File: src/rtl/irq_ctrl_pkg.sv
// irq_ctrl_pkg: shared definitions for the irq_ctrl interrupt controller.
//   - register offsets within the 8-word io_addr window
//   - arbiter FSM state encoding
//   - prio_idx(): index of the highest-priority (lowest-numbered) set bit
package irq_ctrl_pkg;

    localparam logic [2:0] OFS_MASK   = 3'd0;
    localparam logic [2:0] OFS_MODE   = 3'd1;
    localparam logic [2:0] OFS_POL    = 3'd2;
    localparam logic [2:0] OFS_PEND   = 3'd3;
    localparam logic [2:0] OFS_ISR    = 3'd4;
    localparam logic [2:0] OFS_STAT   = 3'd5;
    localparam logic [2:0] OFS_SWTRIG = 3'd6;

    typedef enum logic {
        IDLE = 1'b0,
        REQ  = 1'b1
    } state_t;

    // Returns 0 when no bit is set; callers qualify with |v.
    function automatic logic [2:0] prio_idx(input logic [7:0] v);
        logic [2:0] idx;
        idx = 3'd0;
        for (int i = 7; i >= 0; i--) begin
            if (v[i]) idx = 3'(i);
        end
        return idx;
    endfunction

endpackage

File: src/rtl/irq_ctrl_src_cond.sv
// irq_src_cond: conditioning for one interrupt source.
//   clk, rst_n : clock, async active-low reset
//   src        : raw asynchronous source
//   pol        : 1 = source is active-low
//   lvl        : synchronised, polarity-corrected active-high level
//   rise       : one-cycle pulse on a rising edge of lvl
module irq_src_cond (
    input  logic clk,
    input  logic rst_n,
    input  logic src,
    input  logic pol,
    output logic lvl,
    output logic rise
);

    logic meta;
    logic sync;
    logic prev;

    // prev holds the raw synchronised level; resetting it to one keeps a
    // source sitting at its idle level at reset release from looking like an edge.
    always_ff @(posedge clk or negedge rst_n) begin
        if (!rst_n) begin
            meta <= 1'b0;
            sync <= 1'b0;
            prev <= 1'b1;
        end else begin
            meta <= src;
            sync <= meta;
            prev <= sync;
        end
    end

    assign lvl = sync ^ pol;
    // Both samples are corrected with the current polarity, so rewriting POL
    // never fabricates an edge on its own.
    assign rise = lvl & ~(prev ^ pol);

endmodule

File: src/rtl/irq_ctrl.sv
// irq_ctrl: prioritised, nestable interrupt controller for the pdp11 core.
// Optional feature macro: IRQ_CTRL_SWTRIG_EN (offset 6 becomes a software
// trigger register that sets PEND for edge-mode sources).
//   wb_clk_i  : clock
//   rst_n     : async active-low reset
//   src_in    : raw asynchronous interrupt sources
//   io_addr   : core I/O address; io_wdata/io_wen : write data / strobe
//   io_rdata  : registered read data; io_rsel : registered window hit
//   int_reqs  : one-hot request to the core; int_ack : one-hot acknowledge
module irq_ctrl
    import irq_ctrl_pkg::*;
#(
    parameter int         NUM_SRC   = 8,
    parameter logic [7:0] BASE_ADDR = 8'd32
) (
    input  logic               wb_clk_i,
    input  logic               rst_n,
    input  logic [NUM_SRC-1:0] src_in,
    input  logic [7:0]         io_addr,
    input  logic [15:0]        io_wdata,
    input  logic               io_wen,
    output logic [15:0]        io_rdata,
    output logic               io_rsel,
    output logic [NUM_SRC-1:0] int_reqs,
    input  logic [NUM_SRC-1:0] int_ack
);

    localparam logic [7:0] VALID = 8'((9'd1 << NUM_SRC) - 9'd1);

    logic [7:0] mask_r, mode_r, pol_r, pend_r, isr_r;
    logic [7:0] src_pad, ack_pad, lvl, rise;
    logic [7:0] req_r;
    logic [2:0] req_idx;
    state_t     state;

    always_comb begin
        src_pad = '0;
        ack_pad = '0;
        src_pad[NUM_SRC-1:0] = src_in;
        ack_pad[NUM_SRC-1:0] = int_ack;
    end

    for (genvar g = 0; g < 8; g++) begin : g_src
        if (g < NUM_SRC) begin : g_used
            irq_src_cond u_cond (
                .clk  (wb_clk_i),
                .rst_n(rst_n),
                .src  (src_pad[g]),
                .pol  (pol_r[g]),
                .lvl  (lvl[g]),
                .rise (rise[g])
            );
        end else begin : g_tie
            assign lvl[g]  = 1'b0;
            assign rise[g] = 1'b0;
        end
    end

    // Register window decode; modulo-256 subtraction makes the range check one compare.
    logic [7:0] ofs8;
    logic [2:0] ofs;
    logic       hit, wr;
    logic       unused_wdata_hi;

    assign ofs8            = io_addr - BASE_ADDR;
    assign hit             = (ofs8 < 8'd8);
    assign ofs             = ofs8[2:0];
    assign wr              = io_wen & hit;
    assign unused_wdata_hi = ^io_wdata[15:8];

    logic [7:0] w1c_pend, w1c_isr, swtrig;
    assign w1c_pend = (wr && ofs == OFS_PEND) ? io_wdata[7:0] : 8'h00;
    assign w1c_isr  = (wr && ofs == OFS_ISR)  ? io_wdata[7:0] : 8'h00;
`ifdef IRQ_CTRL_SWTRIG_EN
    assign swtrig   = (wr && ofs == OFS_SWTRIG) ? (io_wdata[7:0] & mode_r) : 8'h00;
`else
    assign swtrig   = 8'h00;
`endif

    // Only sources strictly above the highest-priority in-service one may be requested.
    logic [7:0] allowed, elig;
    assign allowed = (isr_r == 8'h00) ? 8'hFF : ((8'd1 << prio_idx(isr_r)) - 8'd1);
    assign elig    = pend_r & mask_r & ~isr_r & allowed & VALID;

    logic       ack_hit;
    logic [7:0] ack_vec;
    assign ack_hit = (state == REQ) && ack_pad[req_idx];
    assign ack_vec = ack_hit ? (8'd1 << req_idx) : 8'h00;

    always_ff @(posedge wb_clk_i or negedge rst_n) begin
        if (!rst_n) begin
            state   <= IDLE;
            req_idx <= 3'd0;
            req_r   <= 8'h00;
        end else begin
            case (state)
                IDLE: begin
                    if (|elig) begin
                        req_idx <= prio_idx(elig);
                        req_r   <= 8'd1 << prio_idx(elig);
                        state   <= REQ;
                    end
                end
                REQ: begin
                    // Higher-priority arrivals wait for the next IDLE pass.
                    if (ack_hit || !elig[req_idx]) begin
                        req_idx <= 3'd0;
                        req_r   <= 8'h00;
                        state   <= IDLE;
                    end
                end
                default: begin
                    req_idx <= 3'd0;
                    req_r   <= 8'h00;
                    state   <= IDLE;
                end
            endcase
        end
    end

    assign int_reqs = req_r[NUM_SRC-1:0];

    // Edge sources: set beats clear. Level sources simply follow lvl.
    logic [7:0] pend_set, pend_clr, pend_edge;
    assign pend_set  = (rise & mode_r) | swtrig;
    assign pend_clr  = w1c_pend | ack_vec;
    assign pend_edge = pend_set | (pend_r & ~pend_clr);

    always_ff @(posedge wb_clk_i or negedge rst_n) begin
        if (!rst_n) begin
            mask_r <= 8'h00;
            mode_r <= 8'h00;
            pol_r  <= 8'h00;
            pend_r <= 8'h00;
            isr_r  <= 8'h00;
        end else begin
            if (wr && ofs == OFS_MASK) mask_r <= io_wdata[7:0] & VALID;
            if (wr && ofs == OFS_MODE) mode_r <= io_wdata[7:0] & VALID;
            if (wr && ofs == OFS_POL)  pol_r  <= io_wdata[7:0] & VALID;
            pend_r <= ((pend_edge & mode_r) | (lvl & ~mode_r)) & VALID;
            isr_r  <= ((isr_r & ~w1c_isr) | ack_vec) & VALID;
        end
    end

    logic [15:0] rd_word;
    always_comb begin
        rd_word = 16'hFFFF;
        case (ofs)
            OFS_MASK:   rd_word = {8'h00, mask_r};
            OFS_MODE:   rd_word = {8'h00, mode_r};
            OFS_POL:    rd_word = {8'h00, pol_r};
            OFS_PEND:   rd_word = {8'h00, pend_r};
            OFS_ISR:    rd_word = {8'h00, isr_r};
            OFS_STAT:   rd_word = {8'h00, (state == REQ), 4'b0000, req_idx};
`ifdef IRQ_CTRL_SWTRIG_EN
            OFS_SWTRIG: rd_word = 16'h0000;
`endif
            default:    rd_word = 16'hFFFF;
        endcase
    end

    always_ff @(posedge wb_clk_i or negedge rst_n) begin
        if (!rst_n) begin
            io_rdata <= 16'h0000;
            io_rsel  <= 1'b0;
        end else begin
            io_rsel <= hit;
            if (hit) io_rdata <= rd_word;
        end
    end

endmodule

File: config.mk
export PLATFORM = sky130hd
export DESIGN_NAME = irq_ctrl
export DESIGN_NICKNAME = d
export VERILOG_FILES = /design/src/rtl/irq_ctrl_pkg.sv /design/src/rtl/irq_ctrl_src_cond.sv /design/src/rtl/irq_ctrl.sv
export SDC_FILE = /design/constraint.sdc
export NUM_CORES = 1
export LEC_CHECK = 0
export ABC_CLOCK_PERIOD_IN_PS = 4000
export CORE_MARGIN = 5
export CORE_UTILIZATION = 40
export DETAILED_ROUTE_END_ITERATION = 10
export PLACE_DENSITY = 0.6
export SLEW_MARGIN = 20
export SYNTH_ARGS = -nofsm -noshare
export SYNTH_HDL_FRONTEND = slang
export SYNTH_SLANG_ARGS = --single-unit
export TNS_END_PERCENT = 1
File: constraint.sdc
create_clock -name wb_clk_i -period 4 [get_ports wb_clk_i]
set_clock_uncertainty 0.2 [all_clocks]
set_input_delay 0.4 -clock wb_clk_i [delete_from_list [all_inputs] [get_ports wb_clk_i]]
set_output_delay 0.4 -clock wb_clk_i [all_outputs]
set_load 0.02 [all_outputs]
# After elaboration in Yosys (flattened, before gate mapping)
# Cells that the tools add are included.
dict set report op_classes {
  n_addsub 2
  n_lt_le_gt_ge 2
  n_eq_ne 7
  shifts 3
  n_mux 35
  bitwise_logic 50
  reduce_logical 12
}
# op count
set op_table {}
lappend op_table {{$pmux W16 S6} 1}
lappend op_table {{$and A8 B8 Y8} 8}
lappend op_table {{$mux W3} 19}
lappend op_table {{$mux W8} 6}
lappend op_table {{$not A8 Y8} 4}
lappend op_table {{$or A8 B8 Y8} 4}
lappend op_table {{$shl A1 B3 Y8 const A} 3}
lappend op_table {{$pmux W8 S2} 1}
lappend op_table {{$xor A1 B1 Y1} 16}
lappend op_table {{$and A1 B1 Y1} 9}
lappend op_table {{$not A1 Y1} 9}
lappend op_table {{$logic_not A8 Y1} 1}
lappend op_table {{$lt A8 B4 Y1 const B} 1}
lappend op_table {{$reduce_or A8 Y1} 1}
lappend op_table {{$sub A8 B1 Y8 const B} 1}
lappend op_table {{$sub A8 B6 Y8 const B} 1}
lappend op_table {{$bmux W1 S3} 2}
lappend op_table {{$eq A3 B2 Y1 const B} 2}
lappend op_table {{$eq A3 B3 Y1 const B} 2}
lappend op_table {{$logic_and A1 B1 Y1} 6}
lappend op_table {{$pmux W3 S2} 1}
lappend op_table {{$lt A3 B4 Y1 const B} 1}
lappend op_table {{$mux W1} 4}
lappend op_table {{$eq A3 B1 Y1 const B} 1}
lappend op_table {{7 further kinds} 7}
dict set report totals {
  register_bits 93
}

# Depth between registers and ports, before layout
dict set report logic_depth {
  word_depth 25
  ltp_mapped 10
  depth_no_buf 9
}

# Hierarchy
# Synthesis repeated with hierarchy kept, for this count alone.
dict set report unflattened {
  cells_unflattened 421
  area_unflattened_um2 4440.5
}
# module instances cells_each area_each_um2
set by_module_without_submodules {}
lappend by_module_without_submodules {irq_ctrl 1 365 3579.7}
lappend by_module_without_submodules {irq_src_cond 8 7 107.6}

# Least setup slack after synthesis
# OpenSTA, ideal clock, no wires.
dict set report synth_timing {
  kind {flip-flop to flip-flop}
  startpoint {register isr_r[4]}
  endpoint {register req_idx[0]}
  setup_ns 0.121
  t_arrival_ns 2.420
  slack_ns 1.259
  stages_incl_launch_ff 10
  n_path_buf 0
  synth_period_minus_slack_ns 2.741
  cell_sequence {dfrtp_1 nor4_4 a21oi_1 ha_1 nor3b_1 mux2_2 a221o_1 o21ai_2 o221ai_4 a22o_1}
}
dict set report synth_between {
  elab_chain_cells 19
  word_cells_on_any_way 30
}
# item line
set synth_rtl {}
lappend synth_rtl {{from (decl)} irq_ctrl.sv:30} ;# logic [7:0] mask_r, mode_r, pol_r, pend_r, isr_r;
lappend synth_rtl {{from (signal assigned)} irq_ctrl.sv:141} ;# isr_r <= ((isr_r & ~w1c_isr) | ack_vec) & VALID;
lappend synth_rtl {{$mux W3 (5 in series)} irq_ctrl_pkg.sv:25} ;# if (v[i]) idx = 3'(i);
lappend synth_rtl {{$shl A1 B3 Y8} irq_ctrl.sv:82} ;# assign allowed = (isr_r == 8'h00) ? 8'hFF : ((8'd1 << prio_idx(isr_r)) - 8'd1);
lappend synth_rtl {{$sub A8 B1 Y8} irq_ctrl.sv:82}
lappend synth_rtl {{$mux W8} irq_ctrl.sv:82}
lappend synth_rtl {{$and A8 B8 Y8 *} irq_ctrl.sv:83} ;# assign elig = pend_r & mask_r & ~isr_r & allowed & VALID;
lappend synth_rtl {{$mux W3 (8 in series)} irq_ctrl_pkg.sv:25}
lappend synth_rtl {{$mux W3} irq_ctrl.sv:98} ;# if (|elig) begin
lappend synth_rtl {{$pmux W3 S2} irq_ctrl.sv:96} ;# case (state)
lappend synth_rtl {{to (signal assigned)} irq_ctrl.sv:99} ;# req_idx <= prio_idx(elig);
lappend synth_rtl {{to (decl)} irq_ctrl.sv:33} ;# logic [2:0] req_idx;
# Every way passes the cells marked *; elsewhere a longest branch is shown, timed or not. The select of a mux whose other input is x is not followed.
# A chain may end at the register's enable or synchronous reset.

# Final worst setup path
# Ends and elaborated chain as after synthesis.

==> summary.txt <==
Pwr
  • P_leak: 2.24 nW
  • Maximum vdd drop: 0.000196 V
  • PwrDens: 535 nW/um^2

Synthesis
  • Post-synth cell types: 67
  • Post-synth ARST share: 100%
  • Number of flops mapped to enable cells by yosys: 0
  • Cell Area, Synth: 4270 sq um
  • Ys Warns: 0
  • Seq/Total Area, Yosys: 50.7%
  • Avg Inst Size Synth: 10.6 sq um
  • Top_reg_cell synth: dfrtp_1
  • Syn Nets: 447
  • Yosys reg bits: 86
  • Synth Instances: 402

Floorplanning
  • Total Die Area: 12800 sq um
  • Die W: 113 um
  • Core area: 10400 sq um
  • # IOs: 68
  • Die Ht: 113 um
  • Row Count: 37
  • Initial Util: 41.2%

Clock network
  • H-tree levels: 3
  • CTS buffer count: 9
  • CTS tree: yes
  • CTS Sinks: 86
  • Max clock buf depth: 2
  • Post_cts resized: 0
  • Worst-path clk slew: 0.09 ns
  • Post-CTS setup buffers: 0
  • Hold Buf Count CTS: 0
  • CTS root buf: clkbuf_8
  • Worst-skew pair later-pin latency: 0.37 ns

Placed design
  • HPWL Detailed: 7550 um
  • Gpl congestion: 0.855
  • Post-Place Cells: 582
  • Port bufs: 59

Global route
  • Gr ovfl total: 0
  • GRT Total Usage: 16.9%
  • First-pass GRT wire length: 16900 um
  • Largest net degree at the start of global routing: 87
  • Number of global-route vias before repair: 3187
  • Initial antenna violation count: 0

Timing
  • Slew @ Worst Pin: 0.767 ns
  • Sum Neg Setup Slack: 0 ns
  • Final Hold Fails: 0
  • Unrepaired setup endpoints after global routing: no
  • Max Clk Rate: 0.326 GHz
  • Max Slew Vio Count: 0
  • Endpoints failing setup: 0
  • Period minus WS final: 3.07 ns
  • Max_slew headroom: 48.8%
  • Fin Hold WS: 0.152 ns
  • Final period util: 76.8%

Final layout
  • Post-Layout Cell Count: 599
  • Most frequent cells in the layout: dfrtp_1 (78), clkdlybuf4s50_1 (58), nand2_1 (56)
  • Most common cell after layout, fill and taps aside: dfrtp_1
  • Ant. Diodes: 0
  • Area delta synth->final: 22.3%
  • Layout Nets: 503
  • Post-layout util: 50.3%
  • Share of cells above drive strength 1: 17.1%

Route
  • Remaining antenna violation count: 0
  • Drt drc: 0
  • TritonRoute pass-1 iters: 5
  • WL final: 10500 um
  • Via density: 5.59
  • DR iter-0 viols: 217
  • Routed via count: 3346
  • Drt wl/cell: 17.6 um

Min path
  • Worst hold-check path type: reg2reg
  • WHS Path Cells: 0

Outcome
  • Status: complete, no violations

Critical path
  • Critical path arrival: 3.18 ns
  • Critical path's slowest cell: dfrtp_1
  • Setup Crit Path Kind: reg2reg
  • Crit-path max FO: 9
  • Crit path cell chain: nor4_4, a21oi_1, ha_1, nor3b_1, mux2_2, a211oi_1, a22oi_2, o221ai_4, a22o_1
  • Worst path depth: 9
  • Worst setup EP type: register
  • Worst setup SP type: register
  • FF-to-FF setup slack: 0.93 ns
  • CP top delay family: compound AO/OA/AOI/OAI gates
  • Cells on worst reg2reg path: 9
  • Buffers and inverters on the worst path: 0
  • Crit path largest cell delay: 0.49 ns
  • CP required: 4.11 ns

Flow run
  • Max cap viols: 0
## layer usage
metal | part of all wire, % | track usage, % | vias to the layer above
met1 | 45 | 23.2 | 1630
met2 | 46 | 26.1 | 119
met3 | 6.9 | 3.64 | 16
met5 | 0 | 0 | -
met4 | 2.0 | 6.81 | 0
li1 | - | - | 1581
## cells in the mapped netlist (all sizes together) (4+ instances only)
library cell	instances	share of area, %
a32o	5	1.2
nor2	26	2.3
a21o	4	0.70
mux2i	7	1.6
dfrtp	78	46
a21oi	24	2.8
buf	15	2.3
nor2b	5	0.73
o211ai	10	1.8
nand3b	5	0.88
nand2	56	4.9
inv	14	1.2
mux2	27	7.1
a22oi	6	1.2
o21ai	30	3.6
a211o	8	1.6
clkbuf	8	0.70
nand3	7	0.82
dfstp	8	4.9
## sequential cells by signal, indices dropped and copies added (netlist names), 3 cells and up
| signal | count |
|---|---|
| req_idx | 3 |
| g_src.g_used.u_cond.meta | 8 |
| mode_r | 8 |
| isr_r | 8 |
| int_reqs | 8 |
| mask_r | 8 |
| g_src.g_used.u_cond.prev | 8 |
| pend_r | 8 |
| g_src.g_used.u_cond.sync | 8 |
| pol_r | 8 |
| io_rdata | 9 |
## per-stage QoR
stage | instance area, sq um | total power, mW | setup WS [ns]
2_1_floorplan | 4270 | 1.74 | 1.26
3_3_place_gp | 4960 | 2.04 | 0.700
3_5_place_dp | 4960 | 2.06 | 0.684
4_1_cts | 5210 | 2.82 | 0.943
5_1_grt | 5220 | 2.96 | 0.721
6_report | 5220 | 2.79 | 0.928
## cell type report
| class | instances | area [sq um] |
|---|---|---|
| clock buffers | 11 | 141 |
| clock inverters | 5 | 106 |
| fillers | 970 | 5150 |
| inverters | 14 | 52.6 |
| multi-input cells | 279 | 1930 |
| flip-flops and latches | 86 | 2160 |
| well taps | 136 | 170 |
| repair buffers | 68 | 662 |
## report_power, final
part	internal [mW]	total, mW	switching [mW]
registers	0.996	1.17	0.173
clock network	0.433	0.747	0.314
logic	0.417	0.878	0.462
## worst paths after layout
| path | startpoint | to |
|---|---|---|
| setup reg to reg | isr_r[4] | req_idx[0] |
| setup / recovery | isr_r[4] | req_idx[0] |
| min in group asynchronous | rst_n | g_src[4].g_used.u_cond.meta |
| max in group asynchronous | rst_n | io_rdata[0] |
| hold / removal | g_src[4].g_used.u_cond.meta | g_src[4].g_used.u_cond.sync |
| hold reg to reg | g_src[4].g_used.u_cond.meta | g_src[4].g_used.u_cond.sync |
## cells by family (layout without fill, tap and decap cells)
| kind of cell | after synthesis | after routing | share of synthesized area, % |
|---|---|---|---|
| xor gates and xnor gates | 1 | 1 | 0.205 |
| AOI/OAI and AO/OA | 115 | 115 | 19.0 |
| DFF | 86 | 86 | 50.7 |
| and+or+nand+nor | 124 | 124 | 15.0 |
| buffers and inverters | 37 | 98 | 4.22 |
| muxes | 37 | 37 | 10.3 |
| adders and majority gates | 2 | 2 | 0.586 |
(Power assumes the default switching activity.)
==> variant (same flow settings) <==
The parameter `NUM_SRC` goes from 8 to 7.
--- a/src/rtl/irq_ctrl.sv
+++ b/src/rtl/irq_ctrl.sv
@@ -12,3 +12,3 @@
 #(
-    parameter int         NUM_SRC   = 8,
+    parameter int         NUM_SRC   = 7,
     parameter logic [7:0] BASE_ADDR = 8'd32
Ports: changed (resized int_ack, int_reqs and src_in); port bits go from 68 to 65. The function was not compared with the original's and may differ.
==> variant against the original RTL <==
  * Synthesized area down 8.6%
  * Sequential cell count down 9
  * Count of clock-buffer cells in the layout unchanged
  * Largest power group unchanged
  * Setup slack worse by 0.17 ns
  * Sequential share of layout area down 1.1 points
  * Power down 17%
  * Cell area down 8.1%
  * Routed wire length down 11%
  * Utilization down 0.57 points
  * Via count down 7.4%
  * Critical path depth unchanged
==> variant: results (changes against the original RTL) <==
* Status: complete, no violations
- Cell count after placement: 549 (-5.7%)
- The final wirelength came to 9340 um (-11%).
- Starting DRC count in detailed routing: 168 (-23%)
- Highest ir drop seen on vdd: 0.203 mV (+3.6%)
- Number of nets in the final layout: 472 (-6.2%)
- The leakage dissipation is 2.07 nW (-7.7%).
- The power consumed by combinational cells was 0.677 mW (-23%).
* Via count of the first global-routing pass: 3128 (-1.9%)
- The HPWL after detailed placement came to 6810 um (-9.7%).
* Number of buffer cells added on primary ports: 55 (-6.8%)
- The synthesized net count came to 421 (-5.8%).
- Final GP Congestion: 0.891 (+4.1%)
- Fraction of final layout cells sized beyond drive strength 1: 16.8% (-0.24 points)
- The pre-CTS setup slack was 0.801 ns (+0.116 ns).
* Switch share: 34.7% (+0.76 points)
- Met3 demand-to-capacity share in global routing: 2.96% (-0.68 points)
- The buffers inserted during post-CTS setup optimization is 0 (unchanged).
- # H-tree levels: 3 (unchanged)
* Mux share of post-synthesis cell area: 9.01% (-1.3 points)
- The data arrival at the endpoint of the critical path was 3.28 ns (+0.10 ns).
- The fraction of the mapped netlist area in compound gates was 20.9% (+1.9 points).
* Layout fillers: 915 (-5.7%)
* Xor/xnor cell area share of the yosys netlist: 0.224% (+0.019 points)
- Overall routing resource usage: 17.0% (+0.11 points)
- The mean number of vias per cell came to 5.46 (-2.2%).
- The met1 track demand over resource in global routing came to 23.6% (+0.40 points).
* Top post-synthesis cells by area: sky130_fd_sc_hd__dfrtp_1, sky130_fd_sc_hd__mux2_2, sky130_fd_sc_hd__dfstp_2
- The worst hold slack came to 0.153 ns (+0.00128 ns).
- The sequential area share after synthesis came to 49.6% (-1.1 points).
- The commonest cells after synthesis are sky130_fd_sc_hd__dfrtp_1, sky130_fd_sc_hd__nand2_1, sky130_fd_sc_hd__a21oi_1.
* M2 GR Usage: 26.8% (+0.73 points)
- The post-route worst setup slack was 0.757 ns (-0.171 ns).
- The number of distinct library cells after synthesis is 64 (-4.5%).
- The number of cells produced by synthesis came to 378 (-6.0%).
* Synthesized-area fraction occupied by adder cells: 0.641% (+0.055 points)
- Net switching component of the power: 0.809 mW (-15%)
- The largest net degree at the start of global routing came to 78 (-10%).
- The cell area after placement was 4550 um^2 (-8.3%).
- The reg2reg setup slack was 0.76 ns (-0.17 ns).
-- variant: cell types whose count changed after synthesis, sizes merged, moves of 6 or more --
| cell | before | now |
|---|---|---|
| dfrtp | 78 | 70 |
| nand2 | 56 | 47 |
| mux2 | 27 | 21 |
| o211ai | 10 | 2 |
| clkbuf | 8 | 15 |
-- variant: path summary, 6_finish.rpt --
kind | start | end | depth (start not counted)
setup reg to reg | isr_r[2]$_DFF_PN0_ | req_r[1]$_DFFE_PN0P_ | 9
min in group asynchronous | rst_n | req_r[4]$_DFFE_PN0P_ | 2
max in group asynchronous | rst_n | g_src[0].g_used.u_cond.prev$_DFF_PN1_ | 3
setup / recovery | isr_r[2]$_DFF_PN0_ | req_r[1]$_DFFE_PN0P_ | 9
hold reg to reg | g_src[3].g_used.u_cond.meta$_DFF_PN0_ | g_src[3].g_used.u_cond.sync$_DFF_PN0_ | 0
hold / removal | g_src[3].g_used.u_cond.meta$_DFF_PN0_ | g_src[3].g_used.u_cond.sync$_DFF_PN0_ | 0
-- variant: worst register-to-register path: cells and delay by family, from the launching register on --
kind	cells	cell delay [ns]
AO/OA/AOI/OAI	7	1.86
flip-flops	1	0.47
AND/OR/NAND/NOR	1	0.32
adder cells (fa/ha/maj)	1	0.28
-- variant: final cells by class --
type / count / share of cell area [%]
well taps: 133 / 3.47
clock buffers: 11 / 3.16
clock inverters: 5 / 1.23
repair buffers: 65 / 13.5
multi-input cells: 261 / 37.2
flip-flops and latches: 77 / 40.3
inverters: 15 / 1.17
-- variant: timing repair --
action,4_1_cts,5_1_grt
endpoints found under the setup margin,0,0
hold buffers,0,1
gates resized for setup,0,0
endpoints found under the hold margin,0,18
-- variant: layer usage --
metal / part of all wire (%) / wire [um]
met5: 0 / 0
met4: 1.4 / 129
met3: 4.4 / 407
met2: 48 / 4520
met1: 46 / 4290
